File: config.mk
export PLATFORM = sky130hd
export DESIGN_NAME = lfsr_axi_master
export DESIGN_NICKNAME = d
export VERILOG_FILES = /design/src/rtl/lfsr_axi_pkg.sv /design/src/rtl/axi_lite_wr_chan.sv /design/src/rtl/lfsr_axi_master.sv
export SDC_FILE = /design/constraint.sdc
export NUM_CORES = 1
export LEC_CHECK = 0
export CORE_ASPECT_RATIO = 0.8
export CORE_MARGIN = 5
export CORE_UTILIZATION = 45
export CTS_CLUSTER_DIAMETER = 40
export DETAILED_ROUTE_END_ITERATION = 10
export HOLD_SLACK_MARGIN = 0.1
export PLACE_DENSITY = 0.88
export SLEW_MARGIN = 20
export SYNTH_ARGS = -nofsm -noshare
export SYNTH_HDL_FRONTEND = slang
export SYNTH_SLANG_ARGS = --single-unit
export TNS_END_PERCENT = 10
File: constraint.sdc
create_clock -name clk -period 2.28 [get_ports clk]
set_clock_uncertainty 0.15 [all_clocks]
set_input_delay 0.456 -clock clk [delete_from_list [all_inputs] [get_ports clk]]
set_output_delay 0.456 -clock clk [all_outputs]
set_load 0.02 [all_outputs]
File: src/rtl/lfsr_axi_pkg.sv
// Shared definitions for the LFSR AXI-Lite initiator: register map, CTRL bits,
// response codes and the sequencer state encoding.
// No logic; imported by lfsr_axi_master and axi_lite_wr_chan.
package lfsr_axi_pkg;

   // Slave register map (byte addresses)
   localparam logic [7:0] REG_CTRL = 8'h0;
   localparam logic [7:0] REG_SEED = 8'h4;
   localparam logic [7:0] REG_TAPS = 8'h8;
   localparam logic [7:0] REG_DATA = 8'hC;

   // CTRL register fields
   localparam int CTRL_EN_BIT   = 0;
   localparam int CTRL_LOAD_BIT = 1;
   localparam logic [7:0] CTRL_EN   = 8'(1 << CTRL_EN_BIT);
   localparam logic [7:0] CTRL_LOAD = 8'(1 << CTRL_LOAD_BIT);

   localparam logic [1:0] RESP_OKAY = 2'b00;

   typedef enum logic [2:0] {
      ST_IDLE, ST_WR_REQ, ST_WR_RESP, ST_RD_REQ, ST_RD_RESP, ST_OUT, ST_DONE
   } state_t;

   // Order matters: the sequencer walks these by incrementing.
   typedef enum logic [2:0] {
      WR_SEED, WR_TAPS, WR_LOAD, WR_EN, WR_STOP
   } wr_step_t;

endpackage

File: src/rtl/axi_lite_wr_chan.sv
// One AXI-Lite write: AW and W raised together while go is high, each held
// until its own ready; B accepted while resp_en is high.
// Latency: accepted in the cycle the later of awready/wready is seen.
// Backpressure: valids and addr/data held indefinitely until ready.
// Ports: go/resp_en/addr/data from the sequencer; accepted/done/resp back;
// m_axi_aw*/w*/b* to the slave.
module axi_lite_wr_chan
   import lfsr_axi_pkg::*;
#(
   parameter int ADDR_WIDTH = 4,
   parameter int DATA_WIDTH = 8
) (
   input  logic                  clk,
   input  logic                  resetn,
   input  logic                  go,
   input  logic                  resp_en,
   input  logic [ADDR_WIDTH-1:0] addr,
   input  logic [DATA_WIDTH-1:0] data,
   output logic                  accepted,
   output logic                  done,
   output logic [1:0]            resp,
   output logic [ADDR_WIDTH-1:0] m_axi_awaddr,
   output logic                  m_axi_awvalid,
   input  logic                  m_axi_awready,
   output logic [DATA_WIDTH-1:0] m_axi_wdata,
   output logic                  m_axi_wvalid,
   input  logic                  m_axi_wready,
   input  logic [1:0]            m_axi_bresp,
   input  logic                  m_axi_bvalid,
   output logic                  m_axi_bready
);

   logic aw_done;
   logic w_done;

   assign m_axi_awvalid = go && !aw_done;
   assign m_axi_wvalid  = go && !w_done;
   // Drive zero when idle so the bus is quiet outside a write.
   assign m_axi_awaddr  = go ? addr : '0;
   assign m_axi_wdata   = go ? data : '0;
   assign m_axi_bready  = resp_en;

   // Either channel may have completed in an earlier cycle or complete now.
   assign accepted = go && (aw_done || m_axi_awready) && (w_done || m_axi_wready);
   assign done     = resp_en && m_axi_bvalid;
   assign resp     = m_axi_bresp;

   always_ff @(posedge clk) begin
      if (!resetn || !go || accepted) begin
         aw_done <= 1'b0;
         w_done  <= 1'b0;
      end else begin
         if (m_axi_awready) aw_done <= 1'b1;
         if (m_axi_wready)  w_done  <= 1'b1;
      end
   end

endmodule

File: src/rtl/lfsr_axi_master.sv
// AXI-Lite initiator: programs SEED/TAPS/CTRL of an LFSR slave, reads DATA
// cfg_count times onto a byte stream, disables the LFSR and pulses done.
// Latency: 2 cycles/write, 3 cycles/sample minimum; awvalid 1 cycle after start.
// Backpressure: a pending sample (sample_ready low) stalls all AXI traffic.
module lfsr_axi_master
   import lfsr_axi_pkg::*;
#(
   parameter int ADDR_WIDTH  = 4,
   parameter int DATA_WIDTH  = 8,
   parameter int COUNT_WIDTH = 8
) (
   input  logic                   clk,
   input  logic                   resetn,
   input  logic                   start,
   input  logic [7:0]             cfg_seed,
   input  logic [7:0]             cfg_taps,
   input  logic [COUNT_WIDTH-1:0] cfg_count,
   output logic                   busy,
   output logic                   done,
   output logic                   error,
   output logic [7:0]             sample_data,
   output logic                   sample_valid,
   input  logic                   sample_ready,
   output logic [ADDR_WIDTH-1:0]  m_axi_awaddr,
   output logic                   m_axi_awvalid,
   input  logic                   m_axi_awready,
   output logic [DATA_WIDTH-1:0]  m_axi_wdata,
   output logic                   m_axi_wvalid,
   input  logic                   m_axi_wready,
   input  logic [1:0]             m_axi_bresp,
   input  logic                   m_axi_bvalid,
   output logic                   m_axi_bready,
   output logic [ADDR_WIDTH-1:0]  m_axi_araddr,
   output logic                   m_axi_arvalid,
   input  logic                   m_axi_arready,
   input  logic [DATA_WIDTH-1:0]  m_axi_rdata,
   input  logic [1:0]             m_axi_rresp,
   input  logic                   m_axi_rvalid,
   output logic                   m_axi_rready
);

   state_t                 state, state_n;
   wr_step_t               wr_step;
   logic [7:0]             seed_q, taps_q, sample_q;
   logic [COUNT_WIDTH-1:0] remain_q;
   logic                   error_q;

   logic                   wr_go, wr_resp_en, wr_accepted, wr_done;
   logic [1:0]             wr_resp;
   logic [ADDR_WIDTH-1:0]  wr_addr;
   logic [DATA_WIDTH-1:0]  wr_data;

   assign error       = error_q;
   assign sample_data = sample_q;

   always_comb begin
      wr_addr = ADDR_WIDTH'(REG_CTRL);
      wr_data = '0;
      case (wr_step)
         WR_SEED: begin wr_addr = ADDR_WIDTH'(REG_SEED); wr_data = DATA_WIDTH'(seed_q); end
         WR_TAPS: begin wr_addr = ADDR_WIDTH'(REG_TAPS); wr_data = DATA_WIDTH'(taps_q); end
         WR_LOAD: wr_data = DATA_WIDTH'(CTRL_LOAD);
         WR_EN:   wr_data = DATA_WIDTH'(CTRL_EN);
         default: wr_data = '0;
      endcase
   end

   axi_lite_wr_chan #(.ADDR_WIDTH(ADDR_WIDTH), .DATA_WIDTH(DATA_WIDTH)) u_wr (
      .clk(clk), .resetn(resetn), .go(wr_go), .resp_en(wr_resp_en),
      .addr(wr_addr), .data(wr_data), .accepted(wr_accepted), .done(wr_done), .resp(wr_resp),
      .m_axi_awaddr(m_axi_awaddr), .m_axi_awvalid(m_axi_awvalid), .m_axi_awready(m_axi_awready),
      .m_axi_wdata(m_axi_wdata), .m_axi_wvalid(m_axi_wvalid), .m_axi_wready(m_axi_wready),
      .m_axi_bresp(m_axi_bresp), .m_axi_bvalid(m_axi_bvalid), .m_axi_bready(m_axi_bready)
   );

   always_ff @(posedge clk) begin
      if (!resetn) state <= ST_IDLE;
      else         state <= state_n;
   end

   always_comb begin
      state_n       = state;
      busy          = 1'b1;
      done          = 1'b0;
      wr_go         = 1'b0;
      wr_resp_en    = 1'b0;
      m_axi_arvalid = 1'b0;
      m_axi_araddr  = '0;
      m_axi_rready  = 1'b0;
      sample_valid  = 1'b0;
      case (state)
         ST_IDLE: begin
            busy = 1'b0;
            if (start) state_n = ST_WR_REQ;
         end
         ST_WR_REQ: begin
            wr_go = 1'b1;
            if (wr_accepted) state_n = ST_WR_RESP;
         end
         ST_WR_RESP: begin
            wr_resp_en = 1'b1;
            if (wr_done) begin
               // An error response abandons the sequence, including the stop write.
               if (wr_resp != RESP_OKAY || wr_step == WR_STOP) state_n = ST_DONE;
               else if (wr_step == WR_EN && remain_q != '0)    state_n = ST_RD_REQ;
               else                                            state_n = ST_WR_REQ;
            end
         end
         ST_RD_REQ: begin
            m_axi_arvalid = 1'b1;
            m_axi_araddr  = ADDR_WIDTH'(REG_DATA);
            if (m_axi_arready) state_n = ST_RD_RESP;
         end
         ST_RD_RESP: begin
            m_axi_rready = 1'b1;
            if (m_axi_rvalid) state_n = (m_axi_rresp != RESP_OKAY) ? ST_WR_REQ : ST_OUT;
         end
         ST_OUT: begin
            sample_valid = 1'b1;
            if (sample_ready) state_n = (remain_q == COUNT_WIDTH'(1)) ? ST_WR_REQ : ST_RD_REQ;
         end
         ST_DONE: begin
            busy    = 1'b0;
            done    = 1'b1;
            state_n = ST_IDLE;
         end
         default: state_n = ST_IDLE;
      endcase
   end

   always_ff @(posedge clk) begin
      if (!resetn) begin
         wr_step  <= WR_SEED;
         seed_q   <= '0;
         taps_q   <= '0;
         remain_q <= '0;
         sample_q <= '0;
         error_q  <= 1'b0;
      end else begin
         case (state)
            ST_IDLE: if (start) begin
               seed_q   <= cfg_seed;
               taps_q   <= cfg_taps;
               remain_q <= cfg_count;
               error_q  <= 1'b0;
               wr_step  <= WR_SEED;
            end
            // After WR_EN the step sits at WR_STOP, so both the end of the
            // read loop and a read error fall straight into the stop write.
            ST_WR_RESP: if (wr_done) begin
               if (wr_resp != RESP_OKAY)  error_q <= 1'b1;
               else if (wr_step != WR_STOP) wr_step <= wr_step_t'(wr_step + 3'd1);
            end
            ST_RD_RESP: if (m_axi_rvalid) begin
               sample_q <= 8'(m_axi_rdata);
               if (m_axi_rresp != RESP_OKAY) error_q <= 1'b1;
            end
            ST_OUT: if (sample_ready) remain_q <= remain_q - COUNT_WIDTH'(1);
            default: ;
         endcase
      end
   end

endmodule

==> run metrics <==
outcome=completed; FF-to-FF setup slack=0.34 ns; Worst-Margin Slew=0.532 ns; fin crit share=98.9%; GRT Overall Usage=18.8%; post-synthesis sequential area ratio=36.7%; Core Region=4920 um2; RSZ-0062 raised after global routing=yes; clock sinks=41; crit path max fanout=4; Setup crit start=wr_step[0]; Ys Warns=0; Crit Path Category=register to output pin; crit-path cells=inv_4, ha_4, buf_4, a22o_1, a21oi_1, nor2_2, buf_6; Seq cells post-synth=41; Max Clock Freq=444 MHz; Crit path required time=1.67 ns; drt total wl=6.17 mm; clk buf depth=2; Ports=78; port bufs=73; FF-to-FF Start=wr_step[0]; nets=418; post-synthesis cell count=285; Avg WL per Cell=14.4 um; Final Core Density=65.2%; CP peak stage delay=0.40 ns; Hold WC Path Type=register to register; DP HPWL=4.53 mm; Slew HR=64.4%; fin cells=429; Mean Syn Cell Area=7.84 um2; layout cells sized above 1=14.2%; EDFF count, synth=0; CTS buffer count=5; area of the mapped netlist=2230 um2; number of global-route vias before repair=2241; H-tree depth=2; die area=6480 um2; Leak=1.25 nW; initial core utilization=45.4%; initial antenna violation count=0; Synth cell types=48; R2R depth=8; # hold bufs at CTS=0; GP Congestion=0.877; std cell rows=23; Root Driver=clkbuf_8; Worst EP arrival=1.65 ns; Tot Pwr=0.00264 W; First-pass DRT Iterations=4; Worst-path clk slew=0.08 ns; hold depth=2; chip height=73.0 um; Clk Latency, worst-skew pair=0.30 ns; final hold violation count=0; placed insts=419; vias=2314; # DRC=0; MaxCap Viol Count=0; clock period minus worst slack=2.25 ns; die span in x=88.8 um; 1st-iter DRT viols=190; ANT cells=0; power density over cell area=822 nW/um2; largest net degree at the start of global routing=36; Peak VDD IR=443 uV; final setup violating endpoints=0; nature of the critical path endpoint=output pin; reg-to-reg critical path endpoint=wr_step[1]; hold_ws=0.313 ns; Primary FF master, synth=dfxtp_1; global-route wire length before repair=9.72 mm; total grt overflow=0; CP startpoint kind=register; CTS tree=yes; vias per cell=5.39; Antenna Nets Post-Route=0; ys async rst share=0%; CP max stage cell=dfxtp_4; Setup crit end=m_axi_wdata[0]; Slew Viols, Final=0; area delta synth->final=43.6%
state kept, by name, indices dropped and copies added, names as in the netlist:
| signal | cells |
|---|---|
| sample_data | 8 |
| u_wr.aw_done | 1 |
| state | 3 |
| remain_q | 8 |
| u_wr.w_done | 1 |
| taps_q | 8 |
| wr_step | 3 |
| seed_q | 8 |
| error | 1 |
cells by family after synthesis:
logic type / synth area share (%)
buf+inv: 7.61
fa+ha+maj: 3.92
flops: 36.7
simple gates: 25.2
compound gates: 21.9
mux: 4.48
other cells: 0.168
where the power goes:
group,switching [W],leakage [nW],internal [W]
sequential,0.0000912,0.336,0.000831
combinational,0.000717,0.872,0.000513
clock,0.000267,0.0445,0.000217
Yosys cell counts, types with 3 or more instances:
cell      count  area, um2
dfxtp_1      41        821
nand2_1      40        150
nor2_1       33        124
a21oi_1      30        150
nand3_1      11       55.1
mux2i_1      10        100
o21ai_0       9       45.0
clkbuf_1      8       30.0
inv_1         8       30.0
ha_1          7       87.6
a22oi_1       6       45.0
buf_2         6       30.0
buf_4         6       45.0
nor3_1        6       30.0
and2_1        5       31.3
a31oi_1       4       25.0
o211ai_1      4       30.0
o31ai_1       4       30.0
nand2b_1      3       18.8
nand4_1       3       18.8
nor2b_1       3       18.8
cell usage in the layout, fill, tap and decap left out, types with 2 or more instances in the layout:
cell type and n:
dfxtp_1 39, nand2b_1 3, nor4_1 2, o211ai_1 4
ha_4 3, nand2_1 40, and2_1 5, o211a_1 2
nor3_2 2, nor2b_1 3, clkdlybuf4s50_1 53, nor3b_1 2
a311oi_1 2, ha_1 4, mux2i_1 10, conb_1 4
o31ai_1 4, a21oi_1 30, a31oi_1 4, nor2_1 32
buf_4 22, dfxtp_4 2, o21ai_0 9, clkinv_1 2
dlygate4sd2_1 11, clkdlybuf4s15_2 4, a221oi_1 2, nand3_1 11
nand3b_1 2, inv_1 6, nor3_1 5, a22oi_1 6
a21o_1 2, and4_1 2, clkbuf_8 5, nand4_1 3
inv_4 2, clkbuf_2 3
area by class of cell:
| type | count | area, um2 |
|---|---|---|
| fillers | 394 | 1710 |
| multi-input cells | 214 | 1310 |
| repair buffers | 94 | 863 |
| flip-flops and latches | 41 | 828 |
| well taps | 62 | 77.6 |
| clock buffers | 5 | 68.8 |
| inverters | 10 | 42.5 |
| clock inverters | 3 | 21.3 |
per-stage QoR:
| step | cell area, um2 | TNS [ns] | setup slack, ns |
|---|---|---|---|
| after global routing | 3210 | -0.165 | -0.0422 |
| after detailed placement | 3060 | -0.579 | -0.166 |
| after CTS | 3140 | -0.139 | -0.139 |
| final | 3210 | 0 | 0.0262 |
| after global placement | 3060 | -0.0750 | -0.0416 |
| after floorplan | 2250 | 0 | 0.102 |
worst min-delay path by stage:
stage,to,slack (ns),startpoint
after CTS,seed_q[2],0.31,seed_q[2]
after global routing,taps_q[5],0.34,taps_q[5]
after floorplan,u_wr.w_done,0.28,u_wr.aw_done
after global placement,seed_q[2],0.30,seed_q[2]
final,seed_q[2],0.31,seed_q[2]
after detailed placement,seed_q[2],0.30,seed_q[2]
per-layer routing:
metal  part of all wire, %  vias up  GRT usage [%]
li1                      -     1155              -
met1                    42     1031           22.8
met2                    45      118           31.5
met3                    12       10           5.64
met4                  0.70        0           6.38
met5                     0        -              0
what timing repair did:
item / in CTS / in global routing
endpoints found under the setup margin: 20 / 12
setup buffers: 0 / 2
pin swaps: 1 / 4
resized for setup: 37 / 24
critical path: cells and delay by family, from the launching register on:
kind / cells / cell delay [ns]
flops: 1 / 0.40
compound gates: 2 / 0.40
buf+inv: 3 / 0.33
fa+ha+maj: 1 / 0.18
simple gates: 1 / 0.06
(Power assumes the default switching activity.)
